--- config.mk ---
export PLATFORM = sky130hd
export DESIGN_NAME = uart_rx_deserializer
export DESIGN_NICKNAME = d
export VERILOG_FILES = /design/src/rtl/uart_rx_deserializer.sv
export SDC_FILE = /design/constraint.sdc
export NUM_CORES = 1
export LEC_CHECK = 0
export ABC_CLOCK_PERIOD_IN_PS = 2100
export CORE_ASPECT_RATIO = 0.6
export CORE_MARGIN = 4
export CORE_UTILIZATION = 45
export DETAILED_ROUTE_END_ITERATION = 10
export PLACE_DENSITY_LB_ADDON = 0.08
export SYNTH_ARGS = -nofsm -noshare
export SYNTH_HDL_FRONTEND = slang
export SYNTH_SLANG_ARGS = --single-unit
--- constraint.sdc ---
create_clock -name clk -period 2.1 [get_ports clk]
set_clock_uncertainty 0.15 [all_clocks]
set_input_delay 0.42 -clock clk [delete_from_list [all_inputs] [get_ports clk]]
set_output_delay 0.42 -clock clk [all_outputs]
set_load 0.02 [all_outputs]
--- src/rtl/uart_rx_deserializer.sv ---
// uart_rx_deserializer: serial receive front end of the APB UART.
// Oversamples the rx line at OVERSAMPLE x baud, validates the start bit at
// its midpoint, shifts in 5..8 data bits LSB-first, checks parity and the
// first stop bit, and pushes each completed character into the RX FIFO with
// per-character parity / framing / break / overrun pulses.
// Optional feature macro: RX_TIMEOUT_EN (adds the idle-line character timeout).
module uart_rx_deserializer #(
   parameter int OVERSAMPLE  = 16,
   parameter int SYNC_STAGES = 2
) (
   input  logic       clk,
   input  logic       reset,
   input  logic       baud_tick_i,
   input  logic       rx_i,
   input  logic [1:0] cfg_data_bits_i,
   input  logic       cfg_parity_en_i,
   input  logic       cfg_parity_even_i,
   input  logic       cfg_parity_stick_i,
   input  logic       fifo_rx_full_i,
`ifdef RX_TIMEOUT_EN
   input  logic       fifo_rx_empty_i,
   input  logic       fifo_rx_pop_i,
   output logic       rx_timeout_o,
`endif
   output logic [7:0] fifo_rx_o,
   output logic       fifo_rx_push_o,
   output logic       rx_parity_err_o,
   output logic       rx_frame_err_o,
   output logic       rx_break_o,
   output logic       rx_overrun_o,
   output logic       rx_busy_o
);

   localparam int OS_W = $clog2(OVERSAMPLE);
   localparam logic [OS_W-1:0] OS_HALF = OS_W'(OVERSAMPLE / 2 - 1);
   localparam logic [OS_W-1:0] OS_LAST = OS_W'(OVERSAMPLE - 1);

   typedef enum logic [2:0] {IDLE, START, DATA, PARITY, STOP} state_t;

   typedef struct packed {
      logic [1:0] data_bits;
      logic       par_en;
      logic       par_even;
      logic       par_stick;
   } frame_cfg_t;

   state_t             state_q, state_d;
   logic [SYNC_STAGES-1:0] sync_q;
   logic               rx_s;
   logic               armed_q;
   logic [OS_W-1:0]    os_cnt_q;
   logic [2:0]         bit_cnt_q;
   logic [7:0]         data_q;
   frame_cfg_t         cfg_q;
   logic               par_err_q;
   logic               all_zero_q;

   logic start_det, mid_start, bit_end, last_bit, char_done, par_err_now;

   // Metastability synchroniser; idles high so reset does not fake a start bit.
   // NOTE: sequential state is always assigned with <= so every flop samples pre-edge values.
   always_ff @(posedge clk or posedge reset) begin
      if (reset) sync_q <= '1;
      else       sync_q <= {sync_q[SYNC_STAGES-2:0], rx_i};
   end

   assign rx_s      = sync_q[SYNC_STAGES-1];
   assign mid_start = baud_tick_i && (os_cnt_q == OS_HALF);
   assign bit_end   = baud_tick_i && (os_cnt_q == OS_LAST);
   // bit_cnt reaches N-1 = 4 + data_bits on the last data bit.
   assign last_bit  = (bit_cnt_q == {1'b1, cfg_q.data_bits});

   // Parity check on the sampled parity bit against the latched frame config.
   always_comb begin
      par_err_now = 1'b0;
      if (cfg_q.par_stick)     par_err_now = (rx_s != ~cfg_q.par_even);
      else if (cfg_q.par_even) par_err_now = ((^data_q) ^ rx_s) != 1'b0;
      else                     par_err_now = ((^data_q) ^ rx_s) != 1'b1;
   end

   // FSM state register.
   always_ff @(posedge clk or posedge reset) begin
      if (reset) state_q <= IDLE;
      else       state_q <= state_d;
   end

   // FSM next-state logic and frame events.
   // NOTE: every always_comb output gets a default first so no path can infer a latch.
   always_comb begin
      state_d   = state_q;
      start_det = 1'b0;
      char_done = 1'b0;
      case (state_q)
         IDLE: begin
            if (baud_tick_i && armed_q && !rx_s) begin
               state_d   = START;
               start_det = 1'b1;
            end
         end
         START: begin
            if (mid_start) state_d = rx_s ? IDLE : DATA;
         end
         DATA: begin
            if (bit_end && last_bit) state_d = cfg_q.par_en ? PARITY : STOP;
         end
         PARITY: begin
            if (bit_end) state_d = STOP;
         end
         STOP: begin
            // Resync at mid-stop so the next start edge is caught early.
            if (bit_end) begin
               state_d   = IDLE;
               char_done = 1'b1;
            end
         end
         default: state_d = IDLE;
      endcase
   end

   // Receive datapath: counters, shift register, arm flag and frame config.
   always_ff @(posedge clk or posedge reset) begin
      if (reset) begin
         armed_q    <= 1'b0;
         os_cnt_q   <= '0;
         bit_cnt_q  <= '0;
         data_q     <= '0;
         cfg_q      <= '0;
         par_err_q  <= 1'b0;
         all_zero_q <= 1'b0;
      end else if (baud_tick_i) begin
         case (state_q)
            IDLE: begin
               if (start_det) begin
                  armed_q    <= 1'b0;
                  cfg_q      <= '{data_bits: cfg_data_bits_i, par_en: cfg_parity_en_i,
                                  par_even: cfg_parity_even_i, par_stick: cfg_parity_stick_i};
                  os_cnt_q   <= '0;
                  data_q     <= '0;
                  par_err_q  <= 1'b0;
                  all_zero_q <= 1'b1;
               end else if (rx_s) begin
                  armed_q <= 1'b1;
               end
            end
            START: begin
               if (os_cnt_q == OS_HALF) begin
                  os_cnt_q  <= '0;
                  bit_cnt_q <= '0;
               end else begin
                  os_cnt_q <= os_cnt_q + OS_W'(1);
               end
            end
            DATA: begin
               os_cnt_q <= os_cnt_q + OS_W'(1);
               if (os_cnt_q == OS_LAST) begin
                  data_q[bit_cnt_q] <= rx_s;
                  bit_cnt_q         <= bit_cnt_q + 3'd1;
                  if (rx_s) all_zero_q <= 1'b0;
               end
            end
            PARITY: begin
               os_cnt_q <= os_cnt_q + OS_W'(1);
               if (os_cnt_q == OS_LAST) begin
                  par_err_q <= par_err_now;
                  if (rx_s) all_zero_q <= 1'b0;
               end
            end
            STOP: begin
               os_cnt_q <= os_cnt_q + OS_W'(1);
            end
            default: os_cnt_q <= '0;
         endcase
      end
   end

   // Character-complete outputs: registered one clk after the stop sample.
   always_ff @(posedge clk or posedge reset) begin
      if (reset) begin
         fifo_rx_o       <= '0;
         fifo_rx_push_o  <= 1'b0;
         rx_parity_err_o <= 1'b0;
         rx_frame_err_o  <= 1'b0;
         rx_break_o      <= 1'b0;
         rx_overrun_o    <= 1'b0;
      end else begin
         fifo_rx_push_o  <= 1'b0;
         rx_parity_err_o <= 1'b0;
         rx_frame_err_o  <= 1'b0;
         rx_break_o      <= 1'b0;
         rx_overrun_o    <= 1'b0;
         if (char_done) begin
            fifo_rx_o       <= data_q;
            fifo_rx_push_o  <= !fifo_rx_full_i;
            rx_overrun_o    <= fifo_rx_full_i;
            rx_parity_err_o <= cfg_q.par_en && par_err_q;
            rx_frame_err_o  <= !rx_s;
            rx_break_o      <= !rx_s && all_zero_q;
         end
      end
   end

   assign rx_busy_o = (state_q != IDLE);

`ifdef RX_TIMEOUT_EN
   logic [9:0]  to_cnt_q;
   logic [3:0]  char_bits;
   logic [15:0] to_thresh;

   // char_bits = start + N + parity + stop = 7 + data_bits + par_en.
   assign char_bits    = 4'd7 + {2'b00, cfg_q.data_bits} + {3'b000, cfg_q.par_en};
   assign to_thresh    = {12'd0, char_bits} * 16'(4 * OVERSAMPLE);
   assign rx_timeout_o = ({6'd0, to_cnt_q} >= to_thresh);

   // Idle-line tick counter; saturates rather than wrapping back to zero.
   always_ff @(posedge clk or posedge reset) begin
      if (reset) begin
         to_cnt_q <= '0;
      end else if (start_det || fifo_rx_push_o || fifo_rx_pop_i || fifo_rx_empty_i) begin
         to_cnt_q <= '0;
      end else if (baud_tick_i && (state_q == IDLE) && (to_cnt_q != '1)) begin
         to_cnt_q <= to_cnt_q + 10'd1;
      end
   end
`endif

endmodule

==> reports/metrics.csv <==
stage;metric;value;unit
pwr;Static Leak;1.113;nW
synth;Adder-Cell Fraction of Synth Area;1.223;%
cts;htree depth;2;
sta;Final Hold Viols;0;
synth;dominant synthesized flop cell;dfrtp_1;
worst_setup_path;Slowest-stage cell, CP;dfrtp_1;
placed_design;pre-CTS setup slack;-0.1035;ns
grt;vias in the first global route;1553;
worst_setup_path;crit-path max FO;4;
floorplan;initial core utilization;48.32;%
finish;most frequent cells in the layout;dfrtp_1 (39), nand2_1 (35), clkdlybuf4s50_1 (22);
pwr;NetSw;0.7022;mW
drt;via count;1625;
hold_path;hold path depth;0;
drt;residual DRC count;0;
synth;asr flop ratio synth;100.0;%
placed_design;DP Area;0.002397;sq mm
synth;synthesized area;0.002046;sq mm
finish;P&R area growth vs syn;21.65;%
sta;worst slew pin tran;0.4466;ns
worst_setup_path;R2R depth;6;
worst_setup_path;critical-path cell list;nor3_2, inv_1, dlygate4sd2_1;
placed_design;Placer Congestion;0.8309;
cts;cts bufs inserted;5;
grt;overall global routing resource usage;18.58;%
pwr;Power Dens Cells;849.3;mW/mm^2
cts;Max clock buf depth;2;
status;outcome;finished clean;
grt;largest net degree at the start of global routing;42;
placed_design;IO Port Bufs;23;
sta;Fin Setup TNS;0;ns
finish;fin util;58.78;%
pwr;Flop pwr share;48.6;%
synth;syn avg cell area;9.604;sq um
floorplan;Die Y-Extent;60.23;um
sta;# setup viols final;0;
worst_setup_path;Worst path max stage delay;0.44;ns
worst_setup_path;critical path type;reg -> out;
synth;Synth Area in Compound Gates;14.31;%
sta;Max Clock Freq;495.7;MHz
pwr;Sw Share;33.22;%
finish;Final nets;255;
worst_setup_path;CP arrival;1.45;ns
grt;first-pass GRT wire length;7976;um
finish;layout cell share with drive strength beyond 1;14.34;%
synth;post-synthesis simple-gate area fraction;21.16;%
sta;Worst Setup Slack, final;0.08266;ns
drt;final WL;4606;um
cts;CTS tree;yes;
synth;Post-synth EDFFs;0;
sta;Worst slew margin;70.23;%
synth;Post-Syn Instances;213;
grt;gr ovfl total;0;
cts;CTS clock-pin slew for the worst setup and hold paths;0.08;ns
drt;antenna-violating nets left;0;
drt;initial drt markers;143;
hold_path;Hold Path Class;reg -> reg;
sta;post-route clock period utilization;96.06;%
floorplan;die area;0.005724;sq mm
synth;post-synthesis mux area share;4.343;%
finish;fillers;371;
cts;Setup Fix Bufs, Post-CTS;0;
placed_design;HPWL after DPL;3463;um
sta;final slew viol count;0;
finish;post-route insts no fill;304;
worst_setup_path;Worst Setup End Kind;output pin;
worst_setup_path;crit path launch type;register;
finish;final instance area;0.002489;sq mm
synth;Synthesis Warnings;0;
placed_design;# placed instances;296;
floorplan;die span in x;95.05;um
finish;Antenna Cells;0;
floorplan;Rows;18;
floorplan;Placeable Area;0.004234;sq mm
synth;register area share after synthesis;50.28;%
drt;post-detailed-route wirelength per cell;15.15;um
cts;later-pin clock latency in the skew report;0.29;ns
pwr;Max IR drop VDD;0.4536;mV
synth;synth unique cells;44;
flow_run;max-cap viol count;0;
finish;most common cell after layout, fill and taps aside;dfrtp_1;
drt;TritonRoute pass-1 iters;4;
floorplan;IO Pins;24;
pwr;Gate power share;28.3;%
drt;via density per instance;5.345;
grt;initial antenna violation count;0;
sta;Final Critical Period;2.017;ns
cts;number of clock sinks;41;
synth;largest family of logic cells by synthesized area;simple AND/OR/NAND/NOR gates;
sta;RSZ-0062 raised after global routing;false;
pwr;internal power;1.411;mW
cts;root buffer cell;clkbuf_8;
synth;post-synthesis register bit count;41;
synth;Net Count, Synth;225;
synth;Synth Area in XOR/XNOR;4.281;%
pwr;Clk pwr share;23.1;%
worst_setup_path;CP required;1.53;ns
routing by layer:
| metal | share of wire, % | vias up | GRT usage, % |
|---|---|---|---|
| met2 | 41 | 43 | 26.35 |
| met5 | 0 | - | 0 |
| met4 | 0.67 | 0 | 5.544 |
| met3 | 4.7 | 5 | 4.277 |
| li1 | - | 806 | - |
| met1 | 53 | 771 | 28.05 |
path summary, 6_finish.rpt:
kind                            slack, ns   endpoint        start
worst max-delay path                 0.08  rx_busy_o   state_q[0]
worst min-delay path                 0.21  sync_q[1]    sync_q[0]
worst max register to register       0.17  data_q[0]  os_cnt_q[0]
worst min register to register       0.21  sync_q[1]    sync_q[0]
max in group asynchronous            1.19  sync_q[0]        reset
min in group asynchronous            0.33   cfg_q[0]        reset
final cells by class:
class | instances | area [sq um] | share of cell area (%)
repair buffers | 36 | 339.1 | 13.62
clock buffers | 6 | 72.57 | 2.916
inverters | 7 | 26.28 | 1.056
clock inverters | 2 | 10.01 | 0.4022
well taps | 60 | 75.07 | 3.017
flip-flops and latches | 41 | 1028 | 41.33
multi-input cells | 152 | 937.1 | 37.66
registers in the layout, indices dropped and copies added, names as in the netlist:
register / count
all_zero_q: 1
armed_q: 1
bit_cnt_q: 3
cfg_q: 5
data_q: 8
fifo_rx_o: 8
fifo_rx_push_o: 1
os_cnt_q: 4
par_err_q: 1
rx_break_o: 1
rx_frame_err_o: 1
rx_overrun_o: 1
rx_parity_err_o: 1
state_q: 3
sync_q: 2
synth_stat cells, drive strengths merged, types with 3 or more instances:
cell | number | area (sq um)
dfrtp | 39 | 975.9
nand2 | 35 | 131.4
o21ai | 19 | 95.09
nor2 | 16 | 60.06
clkbuf | 8 | 30.03
xnor2 | 8 | 70.07
a21oi | 7 | 35.03
a31oi | 7 | 50.05
inv | 7 | 26.28
mux2 | 7 | 78.83
buf | 5 | 33.78
nand3 | 5 | 25.02
o31ai | 5 | 42.54
nand2b | 4 | 25.02
nor2b | 4 | 25.02
nor3 | 4 | 25.02
and4b | 3 | 30.03
o22ai | 3 | 18.77
power by group through the flow:
| stage | Clock, mW | Combinational [mW] | Sequential (mW) |
|---|---|---|---|
| detailed placement | 0 | 0.592 | 1.04 |
| floorplan | 0 | 0.416 | 0.989 |
| global placement | 0 | 0.572 | 1.03 |
| global route | 0.547 | 0.662 | 1.04 |
| finish | 0.488 | 0.598 | 1.03 |
| CTS | 0.510 | 0.587 | 1.03 |
repair_timing:
item,in CTS,in global routing
endpoints found under the hold margin,0,0
setup endpoints to repair,1,8
hold buffers,0,0
pin swaps,0,0
resized for setup,1,2
gates cloned,0,0
cells by family (layout without fill, tap and decap cells):
kind of cell / Yosys count / after routing
and+or+nand+nor: 85 / 85
AOI/OAI and AO/OA: 47 / 47
DFF: 41 / 41
buffers and inverters: 20 / 51
xor gates and xnor gates: 10 / 10
muxes: 8 / 8
adders and majority gates: 2 / 2
metrics by stage:
step | total power, mW | hold slack (ns)
6_report | 2.114 | 0.2092
3_5_place_dp | 1.635 | 0.2001
4_1_cts | 2.124 | 0.2112
3_3_place_gp | 1.604 | 0.1972
5_1_grt | 2.254 | 0.2219
2_1_floorplan | 1.405 | 0.1952
worst max-delay path, delay by kind of cell, from the launching register on:
kind	cells	cell delay, ns
and+or+nand+nor	1	0.25
buffers and inverters	2	0.46
DFF	1	0.44
No activity file was read; power rests on OpenSTA's default activity.
